<file path="src/rtl/root_tx_arbiter_if.sv">
// Root TX arbiter bus: requester handshakes, credit return,
// registered TX output and drain control/status.
interface root_tx_arbiter_if #(
    parameter int WIDTH = 36,
    parameter int CNT_W = 4
);
    logic             comp_req_vld;
    logic [WIDTH-1:0] comp_req_data;
    logic             comp_req_rdy;
    logic             rank_req_vld;
    logic [WIDTH-1:0] rank_req_data;
    logic             rank_req_rdy;
    logic             downstream_credit;
    logic             tx_vld;
    logic [WIDTH-1:0] tx_data;
    logic             drain_req;
    logic             drain_done;
    logic [CNT_W-1:0] credit_avail;
    logic             credit_err;

    modport master (
        output comp_req_vld, comp_req_data,
        input  comp_req_rdy,
        output rank_req_vld, rank_req_data,
        input  rank_req_rdy,
        output downstream_credit,
        input  tx_vld, tx_data,
        output drain_req,
        input  drain_done, credit_avail, credit_err
    );

    modport slave (
        input  comp_req_vld, comp_req_data,
        output comp_req_rdy,
        input  rank_req_vld, rank_req_data,
        output rank_req_rdy,
        input  downstream_credit,
        output tx_vld, tx_data,
        input  drain_req,
        output drain_done, credit_avail, credit_err
    );
endinterface

</file>
<file path="src/rtl/root_tx_arbiter.sv">
// Round-robin comp/rank arbiter with credit flow control
// toward the root router and a drain handshake.
module root_tx_arbiter #(
    parameter int WIDTH       = 36,
    parameter int CREDIT_INIT = 8,
    parameter int CNT_W       = 4
) (
    input logic               clk,
    input logic               rst_n,
    root_tx_arbiter_if.slave  bus
);
    typedef enum logic [1:0] {RUN, DRAIN, DONE} state_t;

    localparam logic [CNT_W-1:0] C_FULL = CNT_W'(CREDIT_INIT);

    state_t           r_state;
    logic [CNT_W-1:0] r_credit;
    logic             r_last_comp;
    logic             r_tx_vld;
    logic [WIDTH-1:0] r_tx_data;
    logic             r_done;
    logic             r_err;

    logic             w_can_issue;
    logic             w_gnt_comp;
    logic             w_gnt_rank;
    logic             w_xfer;
    logic             w_overflow;
    logic [CNT_W-1:0] w_credit_nxt;

    // Grants are blocked in reset so rdy never rises while rst_n is low.
    assign w_can_issue = rst_n && (r_state == RUN) &&
                         (r_credit != '0) && !bus.drain_req;

    assign w_gnt_comp = w_can_issue && bus.comp_req_vld &&
                        (!bus.rank_req_vld || !r_last_comp);
    assign w_gnt_rank = w_can_issue && bus.rank_req_vld &&
                        !w_gnt_comp;
    assign w_xfer     = w_gnt_comp || w_gnt_rank;

    assign w_overflow = bus.downstream_credit && !w_xfer &&
                        (r_credit == C_FULL);

    // Next credit: a transfer and a return in one cycle cancel out.
    always_comb begin
        w_credit_nxt = r_credit;
        if (w_xfer && !bus.downstream_credit) begin
            w_credit_nxt = r_credit - 1'b1;
        end else if (!w_xfer && bus.downstream_credit &&
                     (r_credit != C_FULL)) begin
            w_credit_nxt = r_credit + 1'b1;
        end
    end

    // Credit counter, sticky overflow flag and last-grant pointer.
    always_ff @(posedge clk or negedge rst_n) begin
        if (!rst_n) begin
            r_credit    <= C_FULL;
            r_err       <= 1'b0;
            r_last_comp <= 1'b0;
        end else begin
            r_credit <= w_credit_nxt;
            if (w_overflow) begin
                r_err <= 1'b1;
            end
            if (w_xfer) begin
                r_last_comp <= w_gnt_comp;
            end
        end
    end

    // Output register: one-cycle latency, zeroed when idle.
    always_ff @(posedge clk or negedge rst_n) begin
        if (!rst_n) begin
            r_tx_vld  <= 1'b0;
            r_tx_data <= '0;
        end else begin
            r_tx_vld <= w_xfer;
            unique case (1'b1)
                w_gnt_comp: r_tx_data <= bus.comp_req_data;
                w_gnt_rank: r_tx_data <= bus.rank_req_data;
                default:    r_tx_data <= '0;
            endcase
        end
    end

    // Drain FSM; DONE is judged on the post-update credit so
    // drain_done rises right after the last return.
    always_ff @(posedge clk or negedge rst_n) begin
        if (!rst_n) begin
            r_state <= RUN;
            r_done  <= 1'b0;
        end else begin
            unique case (r_state)
                RUN: begin
                    if (bus.drain_req) begin
                        r_state <= DRAIN;
                    end
                    r_done <= 1'b0;
                end
                DRAIN: begin
                    if (!bus.drain_req) begin
                        r_state <= RUN;
                        r_done  <= 1'b0;
                    end else if (w_credit_nxt == C_FULL) begin
                        r_state <= DONE;
                        r_done  <= 1'b1;
                    end
                end
                DONE: begin
                    if (!bus.drain_req) begin
                        r_state <= RUN;
                        r_done  <= 1'b0;
                    end
                end
                default: begin
                    r_state <= RUN;
                    r_done  <= 1'b0;
                end
            endcase
        end
    end

    assign bus.comp_req_rdy = w_gnt_comp;
    assign bus.rank_req_rdy = w_gnt_rank;
    assign bus.tx_vld       = r_tx_vld;
    assign bus.tx_data      = r_tx_data;
    assign bus.drain_done   = r_done;
    assign bus.credit_avail = r_credit;
    assign bus.credit_err   = r_err;
endmodule

</file>
<file path="src/flat_wrapper.sv">
// flat-port wrapper written by rule: the top's interface ports become plain ports
module root_tx_arbiter_flat 
#(
    parameter int WIDTH       = 36,
    parameter int CREDIT_INIT = 8,
    parameter int CNT_W       = 4
)
  (clk, rst_n, bus_comp_req_vld, bus_comp_req_data, bus_comp_req_rdy, bus_rank_req_vld, bus_rank_req_data, bus_rank_req_rdy, bus_downstream_credit, bus_tx_vld, bus_tx_data, bus_drain_req, bus_drain_done, bus_credit_avail, bus_credit_err);
  root_tx_arbiter_if #(.WIDTH(WIDTH), .CNT_W(CNT_W)) bus_i ();
  input logic clk;
  input logic rst_n;
  input wire logic [$bits(bus_i.comp_req_vld)-1:0] bus_comp_req_vld;
  input wire logic [$bits(bus_i.comp_req_data)-1:0] bus_comp_req_data;
  output wire logic [$bits(bus_i.comp_req_rdy)-1:0] bus_comp_req_rdy;
  input wire logic [$bits(bus_i.rank_req_vld)-1:0] bus_rank_req_vld;
  input wire logic [$bits(bus_i.rank_req_data)-1:0] bus_rank_req_data;
  output wire logic [$bits(bus_i.rank_req_rdy)-1:0] bus_rank_req_rdy;
  input wire logic [$bits(bus_i.downstream_credit)-1:0] bus_downstream_credit;
  output wire logic [$bits(bus_i.tx_vld)-1:0] bus_tx_vld;
  output wire logic [$bits(bus_i.tx_data)-1:0] bus_tx_data;
  input wire logic [$bits(bus_i.drain_req)-1:0] bus_drain_req;
  output wire logic [$bits(bus_i.drain_done)-1:0] bus_drain_done;
  output wire logic [$bits(bus_i.credit_avail)-1:0] bus_credit_avail;
  output wire logic [$bits(bus_i.credit_err)-1:0] bus_credit_err;
  assign bus_i.comp_req_vld = bus_comp_req_vld;
  assign bus_i.comp_req_data = bus_comp_req_data;
  assign bus_comp_req_rdy = bus_i.comp_req_rdy;
  assign bus_i.rank_req_vld = bus_rank_req_vld;
  assign bus_i.rank_req_data = bus_rank_req_data;
  assign bus_rank_req_rdy = bus_i.rank_req_rdy;
  assign bus_i.downstream_credit = bus_downstream_credit;
  assign bus_tx_vld = bus_i.tx_vld;
  assign bus_tx_data = bus_i.tx_data;
  assign bus_i.drain_req = bus_drain_req;
  assign bus_drain_done = bus_i.drain_done;
  assign bus_credit_avail = bus_i.credit_avail;
  assign bus_credit_err = bus_i.credit_err;
  root_tx_arbiter #(.WIDTH(WIDTH), .CREDIT_INIT(CREDIT_INIT), .CNT_W(CNT_W)) u_core (.clk(clk), .rst_n(rst_n), .bus(bus_i));
endmodule
</file>
<file path="config.mk">
export PLATFORM = sky130hd
export DESIGN_NAME = root_tx_arbiter_flat
export DESIGN_NICKNAME = d
export VERILOG_FILES = /design/src/rtl/root_tx_arbiter_if.sv /design/src/rtl/root_tx_arbiter.sv /design/src/flat_wrapper.sv
export SDC_FILE = /design/constraint.sdc
export NUM_CORES = 1
export LEC_CHECK = 0
export CAP_MARGIN = 20
export CORE_ASPECT_RATIO = 0.7
export CORE_UTILIZATION = 35
export DETAILED_ROUTE_END_ITERATION = 8
export PLACE_DENSITY = 0.86
export SLEW_MARGIN = 20
export SYNTH_ARGS = -nofsm -noshare
export SYNTH_HDL_FRONTEND = slang
export SYNTH_SLANG_ARGS = --single-unit
</file>
<file path="constraint.sdc">
create_clock -name clk -period 3.35 [get_ports clk]
set_clock_uncertainty 0.2 [all_clocks]
set_input_delay 0.8375 -clock clk [delete_from_list [all_inputs] [get_ports clk]]
set_output_delay 0.8375 -clock clk [all_outputs]
set_load 0.01 [all_outputs]
</file>
Word level (Yosys, flattened, before mapping)

Index checks and enable logic that the tools add are counted.

Add/sub/neg operators: 2
Multiply operators: 0
Div/mod/pow operators: 0
$lt $le $gt $ge: 0
Eq/ne operators: 8
Shifts and indexed selects: 0
Mux-type cells: 12
Bitwise logic cells: 0
Reduce and logical (&&, ||, !) cells: 23

Operator list:

| kind                  | number |
|---|---|
| $pmux W36 S2          | 1 |
| $logic_and A1 B1 Y1   | 11 |
| $eq A4 B4 Y1 const B  | 2 |
| $mux W2               | 4 |
| $mux W4               | 2 |
| $logic_not A1 Y1      | 6 |
| $pmux W2 S3           | 1 |
| $add A4 B1 Y4 const B | 1 |
| $ne A2 B2 Y1 const B  | 2 |
| $ne A4 B4 Y1 const B  | 1 |
| $reduce_bool A4 Y1    | 1 |
| $sub A4 B1 Y4 const B | 1 |
| $mux W1               | 3 |
| $ne A3 B2 Y1 const B  | 1 |
| $reduce_and A3 Y1     | 1 |
| $eq A2 B1 Y1 const B  | 1 |
| $eq A2 B2 Y1 const B  | 1 |
| $logic_not A2 Y1      | 1 |
| $logic_or A1 B1 Y1    | 2 |
| $pmux W1 S2           | 1 |
| $reduce_and A2 Y1     | 1 |

Register bits: 46
Latch bits: 0
Bits in writable memories: 0
Memory bits (read-only): 0
Input bits: 78
Output and inout port bits: 45
Logic and storage cells: 52
Memories: 0

Logic depth before layout (Yosys ltp)

Gate-level depths: netlist (run 1).

Depth in word-level cells: 18
Mapped depth: 8
Mapped depth without buffers: 7

Worst setup path after synthesis (run 1)

No wires, ideal clock.

Kind: input-to-output
Start point: in bus_drain_req
End point: out bus_rank_req_rdy
Arrival time: 2.084 ns
Setup slack: 0.229 ns
Stages on the path: 5
Path through: or4b_4 > nor2_2 > nand2_2 > a21oi_4 > buf_6

Word-level cells in the longest chain between the ends: 6
Elaborated cells on any way between the ends: 7
Those cells by class: reduce/logical (7)

Ends and longest elaborated chain:

| what                              | RTL line              | text |
|---|---|---|
| start, declared                   | flat_wrapper.sv:21    | `input wire logic [$bits(bus_i.drain_req)-1:0] bus_drain_req;` |
| $logic_not A1 Y1 *                | root_tx_arbiter.sv:33 | `(r_credit != '0) && !bus.drain_req;` |
| $logic_and A1 B1 Y1 *             | root_tx_arbiter.sv:33 |  |
| $logic_and A1 B1 Y1 (2 in series) | root_tx_arbiter.sv:35 | `assign w_gnt_comp = w_can_issue && bus.comp_req_vld &&` |
| $logic_not A1 Y1                  | root_tx_arbiter.sv:38 | `!w_gnt_comp;` |
| $logic_and A1 B1 Y1 *             | root_tx_arbiter.sv:37 | `assign w_gnt_rank = w_can_issue && bus.rank_req_vld &&` |
| end, declared                     | flat_wrapper.sv:17    | `output wire logic [$bits(bus_i.rank_req_rdy)-1:0] bus_rank_req_rdy;` |

Mark *: on every way between the ends. The rest lies on a longest branch, timed or not.

Final worst setup path (run 1)

Start point: in bus_drain_req
End point: out bus_comp_req_rdy

Word-level cells in the longest chain between the ends: 4

Ends and longest elaborated chain:

| what                              | RTL line              | text |
|---|---|---|
| $logic_not A1 Y1                  | root_tx_arbiter.sv:33 |  |
| $logic_and A1 B1 Y1               | root_tx_arbiter.sv:33 |  |
| $logic_and A1 B1 Y1 (2 in series) | root_tx_arbiter.sv:35 |  |
| end, declared                     | flat_wrapper.sv:14    | `output wire logic [$bits(bus_i.comp_req_rdy)-1:0] bus_comp_req_rdy;` |

Every way passes these cells.

==> impl_metrics.tcl, run 1 <==
set metrics [dict create \
    synth_warnings 0 \
    clkLatencyLatePin_ns 0.30 \
    synth_flop_cell "dfrtp_1" \
    finalSetupViolations 0 \
    syn-num-nets 241 \
    clock-root-buffer "clkbuf_8" \
    hold_depth 1 \
    area_delta_synth_final_pct 70.6 \
    drive_gt1_share_pct 17.3 \
    clkTransAtPathRegs_ns 0.08 \
    netlist_area_um2 2080 \
    h-tree-depth 2 \
    ant_nets 0 \
    wl_per_cell_um 16.1 \
    viasPerCell 5.19 \
    die_h_um 66.4 \
    cts-hold-fix-buffers 0 \
    vdd_ir_drop_max_mv 0.331 \
    rsz0062_at_grt "false" \
    route.detailed.drc 0 \
    drt-pass1-iter-count 4 \
    diodes 0 \
    synth_top_area_share_pct 54.2 \
    r2r_end "u_core.r_state[1]" \
    grt_max_degree 48 \
    synthCells 161 \
    grt_pass1_wl_um 8960 \
    max_cap_violations 0 \
    hold_class "reg -> reg" \
    muxShareOfSynthArea_pct 0 \
    hpwl_um 4420 \
    coreArea_um2 5730 \
    fin_hold_ws_ns 0.276 \
    holdPathEnd "u_core.bus.credit_err" \
    p_total_mw 1.69 \
    start_util_pct 36.2 \
    outcome "completed" \
    dieArea_um2 6250 \
    gp_congestion 0.888 \
    drv_slew 0 \
    synth_compound_area_share_pct 28.3 \
    placed_cells 365 \
    setup_tns_ns 0 \
    cts_sinks 46 \
    tightestPinTransition_ns 0.590 \
    powerDensity_nw_per_um2 479 \
    drt_iter0_markers 65 \
    period_minus_slack_ns 3.08 \
    synth_common_cells "dfrtp_1 (45), a22o_1 (27), a22o_2 (9)" \
    synth_top_family_by_area "compound AO/OA/AOI/OAI gates" \
    worst_setup_path_end_kind "output port" \
    numCtsBuffers 5 \
    synth-edff-count 0 \
    synth_fa_ha_area_share_pct 1.21 \
    r2r_cells 8 \
    clock_path_buffers 2 \
    grt_pass1_vias 1795 \
    max_freq_mhz 324 \
    crit_path_start_kind "input port" \
    fin_nets 379 \
    yosysUniqueCellTypes 47 \
    cp.arrival_ns 2.05 \
    grt-ovfl-total 0 \
    postSynth.asyncResetShare_pct 100 \
    antenna_found_initial 0 \
    slew_headroom_pct 60.6 \
    post-route-period-util_pct 92.0 \
    fin_util_pct 61.8 \
    final_cell_area_um2 3540 \
    rows 23 \
    drt_wl_total_um 6060 \
    ios 123 \
    synth_area_leaders "dfrtp_1 (54%), a22o_1 (11%), a22o_2 (4.3%)" \
    cts_tree "built" \
    final_cells 375 \
    worstHoldStart "u_core.bus.credit_err" \
    synthMostInstantiatedCell "dfrtp_1" \
    pre_cts_slack_ns -0.552 \
    yosys.area.top_type "dfrtp_1" \
    track_usage_pct 18.9 \
    finalHoldViolations 0 \
    r2r_start "u_core.bus.credit_avail[1]" \
    synth.avg_cell_area_um2 12.9 \
    synth-simple-area-share_pct 9.64 \
    crit_required_ns 2.31 \
    synth-xor-area-share_pct 0.844 \
    die_x_um 94.0 \
    p_leak_nw 1.52 \
    setup_ws_ns 0.267 \
    cp_max_fo 3 \
    seq_area_frac_synth_pct 55.5 \
    vias 1948 \
    r2r_slack_ns 0.81 \
    synth_seq_cells 46 \
    place.port_buffers 122 \
    place_area_um2 3420 \
    crit_type "in -> out" \
]
## sequential cells by signal (all words and copies together) (netlist names)
name,count
u_core.bus.tx_data,36
u_core.bus.credit_avail,4
u_core.r_state,2
u_core.bus.credit_err,1
u_core.bus.drain_done,1
u_core.bus.tx_vld,1
u_core.r_last_comp,1
## where the power goes
part / internal (mW) / leakage, nW / total, mW / switching [mW]
registers: 0.628 / 0.617 / 0.710 / 0.0817
clock network: 0.149 / 0.0408 / 0.343 / 0.193
logic: 0.358 / 0.861 / 0.642 / 0.284
## cell usage in the layout, fill, tap and decap left out, types with 2 or more instances in the layout
master           instances
o21ai_0                  2
ha_1                     2
clkbuf_8                 5
a221oi_1                 2
buf_4                   17
clkdlybuf4s50_1        118
a22o_1                  27
nor2_1                   7
o31ai_1                  3
a21oi_1                  4
nand4_1                  3
nand3_1                  4
dfrtp_1                 45
nand2b_1                 2
nand2_2                  2
a22o_2                   9
o211ai_1                 2
a21oi_4                  2
buf_6                    2
nand2_1                  4
clkinvlp_4               2
inv_1                    5
## cells by family after synthesis
family,count (synthesis)
compound gates,66
buf+inv,13
simple gates,32
fa+ha+maj,2
xor+xnor,2
flops,46
## timing repair
action / in CTS / in global routing
setup buffers: 0 / 2
gates resized for setup: 11 / 1
endpoints found under the setup margin: 2 / 2
pin swaps: 2 / 4
## cell type report
| cell class | count | area, µm² |
|---|---|---|
| clock buffers | 5 | 68.8 |
| repair buffers | 139 | 1350 |
| fillers | 446 | 2190 |
| flip-flops and latches | 46 | 1150 |
| multi-input cells | 102 | 835 |
| clock inverters | 3 | 23.8 |
| well taps | 75 | 93.8 |
| inverters | 5 | 18.8 |
## worst max-delay path by stage
stage | start | end | cells past startpoint | slack (ns)
final | bus_drain_req | bus_comp_req_rdy | 6 | 0.27
after global routing | bus_drain_req | bus_comp_req_rdy | 6 | 0.20
after CTS | bus_drain_req | bus_rank_req_rdy | 6 | 0.03
after detailed placement | bus_drain_req | bus_comp_req_rdy | 6 | -0.55
after global placement | bus_drain_req | bus_comp_req_rdy | 6 | -0.52
after floorplan | bus_drain_req | bus_rank_req_rdy | 5 | 0.23
## worst max-delay path, cell delays in order
cell and delay (ns):
dlymetal6s2s_1 0.13, or4b_4 0.56, nor2_4 0.17, nand2_2 0.09, a21oi_4 0.13, buf_6 0.12
## layer usage
metal / track usage [%] / share of wire [%] / wire length [µm] / vias up
met2: 30.8 / 47 / 2870 / 93
met5: 0 / 0 / 0 / -
met1: 25.1 / 44 / 2650 / 940
met3: 4.37 / 7.4 / 446 / 13
li1: - / - / - / 902
met4: 5.19 / 1.5 / 90 / 0
Note: power is estimated with default switching activity, not from simulation.
==> inputs of run 2 (changes only) <==
--- a/config.mk
+++ b/config.mk
@@ -9,5 +9,6 @@
 export CORE_ASPECT_RATIO = 0.7
-export CORE_UTILIZATION = 35
+export CORE_UTILIZATION = 37
+export CTS_CLUSTER_SIZE = 16
 export DETAILED_ROUTE_END_ITERATION = 8
-export PLACE_DENSITY = 0.86
+export PLACE_DENSITY = 0.89
 export SLEW_MARGIN = 20
==> constraint.sdc (replaced) <==
create_clock -name clk -period 3.35 [get_ports clk]
set_clock_uncertainty 0.2 [all_clocks]
set_input_delay 1.005 -clock clk [delete_from_list [all_inputs] [get_ports clk]]
set_output_delay 1.005 -clock clk [all_outputs]
set_load 0.01 [all_outputs]
==> run 2 against run 1 <==
  * Clock power rose by 17%
  * Via count fell by 1.7%
  * Utilization rose by 5.9 points
  * Fmax fell by 7.5%
  * First-iteration DRC count rose to 2.7 times the previous value
  * Sequential power fell by 4.9%
  * Non-clock buffer count rose by 6
  * Global-route usage rose by 1.5 points
  * Routed wire length fell by 5.2%
  * Flip-flop and latch count did not move
  * Count of clock-buffer cells in the layout rose by 1
  * Critical endpoint unchanged
==> impl_metrics.tcl, run 2 (synthesis gave the netlist of run 1 again) <==
set metrics [dict create \
    clkTransAtPathRegs_ns 0.08 \
    cts_sinks 46 \
    gp_congestion 0.927 \
    clock-root-buffer "clkbuf_8" \
    final_cell_mix "clkdlybuf4s50_1 (118), dfrtp_1 (45), a22o_1 (27), buf_4 (23), a22o_2 (9)" \
    drt_iter0_markers 173 \
    max_freq_mhz 300 \
    crit_required_ns 2.14 \
    vdd_ir_drop_max_mv 0.269 \
    finalHoldViolations 0 \
    area_delta_synth_final_pct 73.4 \
    final_cell_area_um2 3600 \
    cts_tree "built" \
    wl_met1_um 2380 \
    h-tree-depth 2 \
    rows 22 \
    wl_met3_um 645 \
    powerDensity_nw_per_um2 501 \
    fin_hold_ws_ns 0.272 \
    largest_reg_flops 36 \
    vias 1915 \
    hold_depth 1 \
    worst_setup_path_end_kind "output port" \
    drv_slew 0 \
    antenna_found_initial 0 \
    p_total_mw 1.80 \
    final_cells 378 \
    crit_path_start_kind "input port" \
    cp.arrival_ns 2.13 \
    wl_met2_um 2610 \
    r2r_cells 6 \
    diodes 0 \
    cts-hold-fix-buffers 0 \
    hold_class "reg -> reg" \
    layout_commonest_cell "clkdlybuf4s50_1" \
    slew_headroom_pct 61.3 \
    die_x_um 91.5 \
    route.detailed.drc 0 \
    viasPerCell 5.07 \
    grt-ovfl-total 0 \
    wl_per_cell_um 15.2 \
    route.top_layer_used "met4" \
    grt_pass1_wl_um 9200 \
    rsz0062_at_grt "true" \
    p_leak_nw 1.55 \
    coreArea_um2 5310 \
    post-route-period-util_pct 99.5 \
    drt_wl_total_um 5740 \
    ant_nets 0 \
    numCtsBuffers 5 \
    crit_type "in -> out" \
    fin_nets 385 \
    finalSetupViolations 0 \
    max_cap_violations 0 \
    fin_util_pct 67.7 \
    tightestPinTransition_ns 0.581 \
    hpwl_um 4420 \
    placed_cells 369 \
    clock_path_buffers 2 \
    place_area_um2 3480 \
    place.port_buffers 122 \
    drt-pass1-iter-count 4 \
    track_usage_pct 20.4 \
    ios 123 \
    grt_pass1_vias 1945 \
    cp_max_fo 3 \
    period_minus_slack_ns 3.33 \
    grt_max_degree 48 \
    die_h_um 64.7 \
    start_util_pct 39.1 \
    clkLatencyLatePin_ns 0.29 \
    outcome "completed" \
    dieArea_um2 5920 \
    drive_gt1_share_pct 19.0 \
]
==> run 2: cell types whose count changed in the layout (fill, tap and decap cells not counted), sizes merged <==
cell and change:
clkbuf +1, buf +7, inv -1, bufinv +1, dlymetal6s2s -1, clkinvlp -1
==> run 2: timing repair <==
action                                  4_1_cts  5_1_grt
pin swaps                                     2        2
gates resized for setup                      17        0
endpoints found under the setup margin        2        2
buffers inserted                              0        1
==> run 2: final timing paths <==
path	startpoint	end	slack (ns)
setup / recovery	bus_drain_req	bus_comp_req_rdy	0.02
hold / removal	u_core.bus.credit_err	u_core.bus.credit_err	0.27
setup reg to reg	u_core.r_state[1]	u_core.r_state[1]	1.05
hold reg to reg	u_core.bus.credit_err	u_core.bus.credit_err	0.27
max in group asynchronous	rst_n	u_core.bus.credit_err	1.95
min in group asynchronous	rst_n	u_core.r_state[1]	0.61
==> run 2: final cells by class <==
cell class | count | area (µm²)
Clock buffer | 6 | 72.6
Inverter | 5 | 18.8
Tap cell | 72 | 90.1
Fill cell | 396 | 1710
Multi-Input combinational cell | 102 | 835
Timing Repair Buffer | 145 | 1390
Sequential cell | 46 | 1150
Clock inverter | 2 | 37.5
==> run 2: critical path, stage by stage <==
cell and delay [ns]:
buf_6 0.09, or4b_4 0.55, nor2_4 0.14, nand2_2 0.08, a21oi_4 0.14, buf_6 0.13
==> run 2: routing by layer <==
| metal | up-vias | track usage [%] |
|---|---|---|
| met4 | 0 | 7.54 |
| met5 | - | 0 |
| met3 | 11 | 7.39 |
| li1 | 909 | - |
| met2 | 101 | 32.9 |
| met1 | 894 | 25.1 |
==> run 2: power by group <==
part,internal (mW),switching (mW)
logic,0.396,0.329
clock network,0.222,0.179
registers,0.628,0.0471
total,1.25,0.555
==> run 2: stage by stage <==
stage                     TNS [ns]  setup slack, ns
after floorplan            -0.0529          -0.0276
after global placement       -1.63           -0.780
after detailed placement     -1.76           -0.792
after CTS                  -0.0646          -0.0324
after global routing       -0.0693          -0.0430
final                            0           0.0158
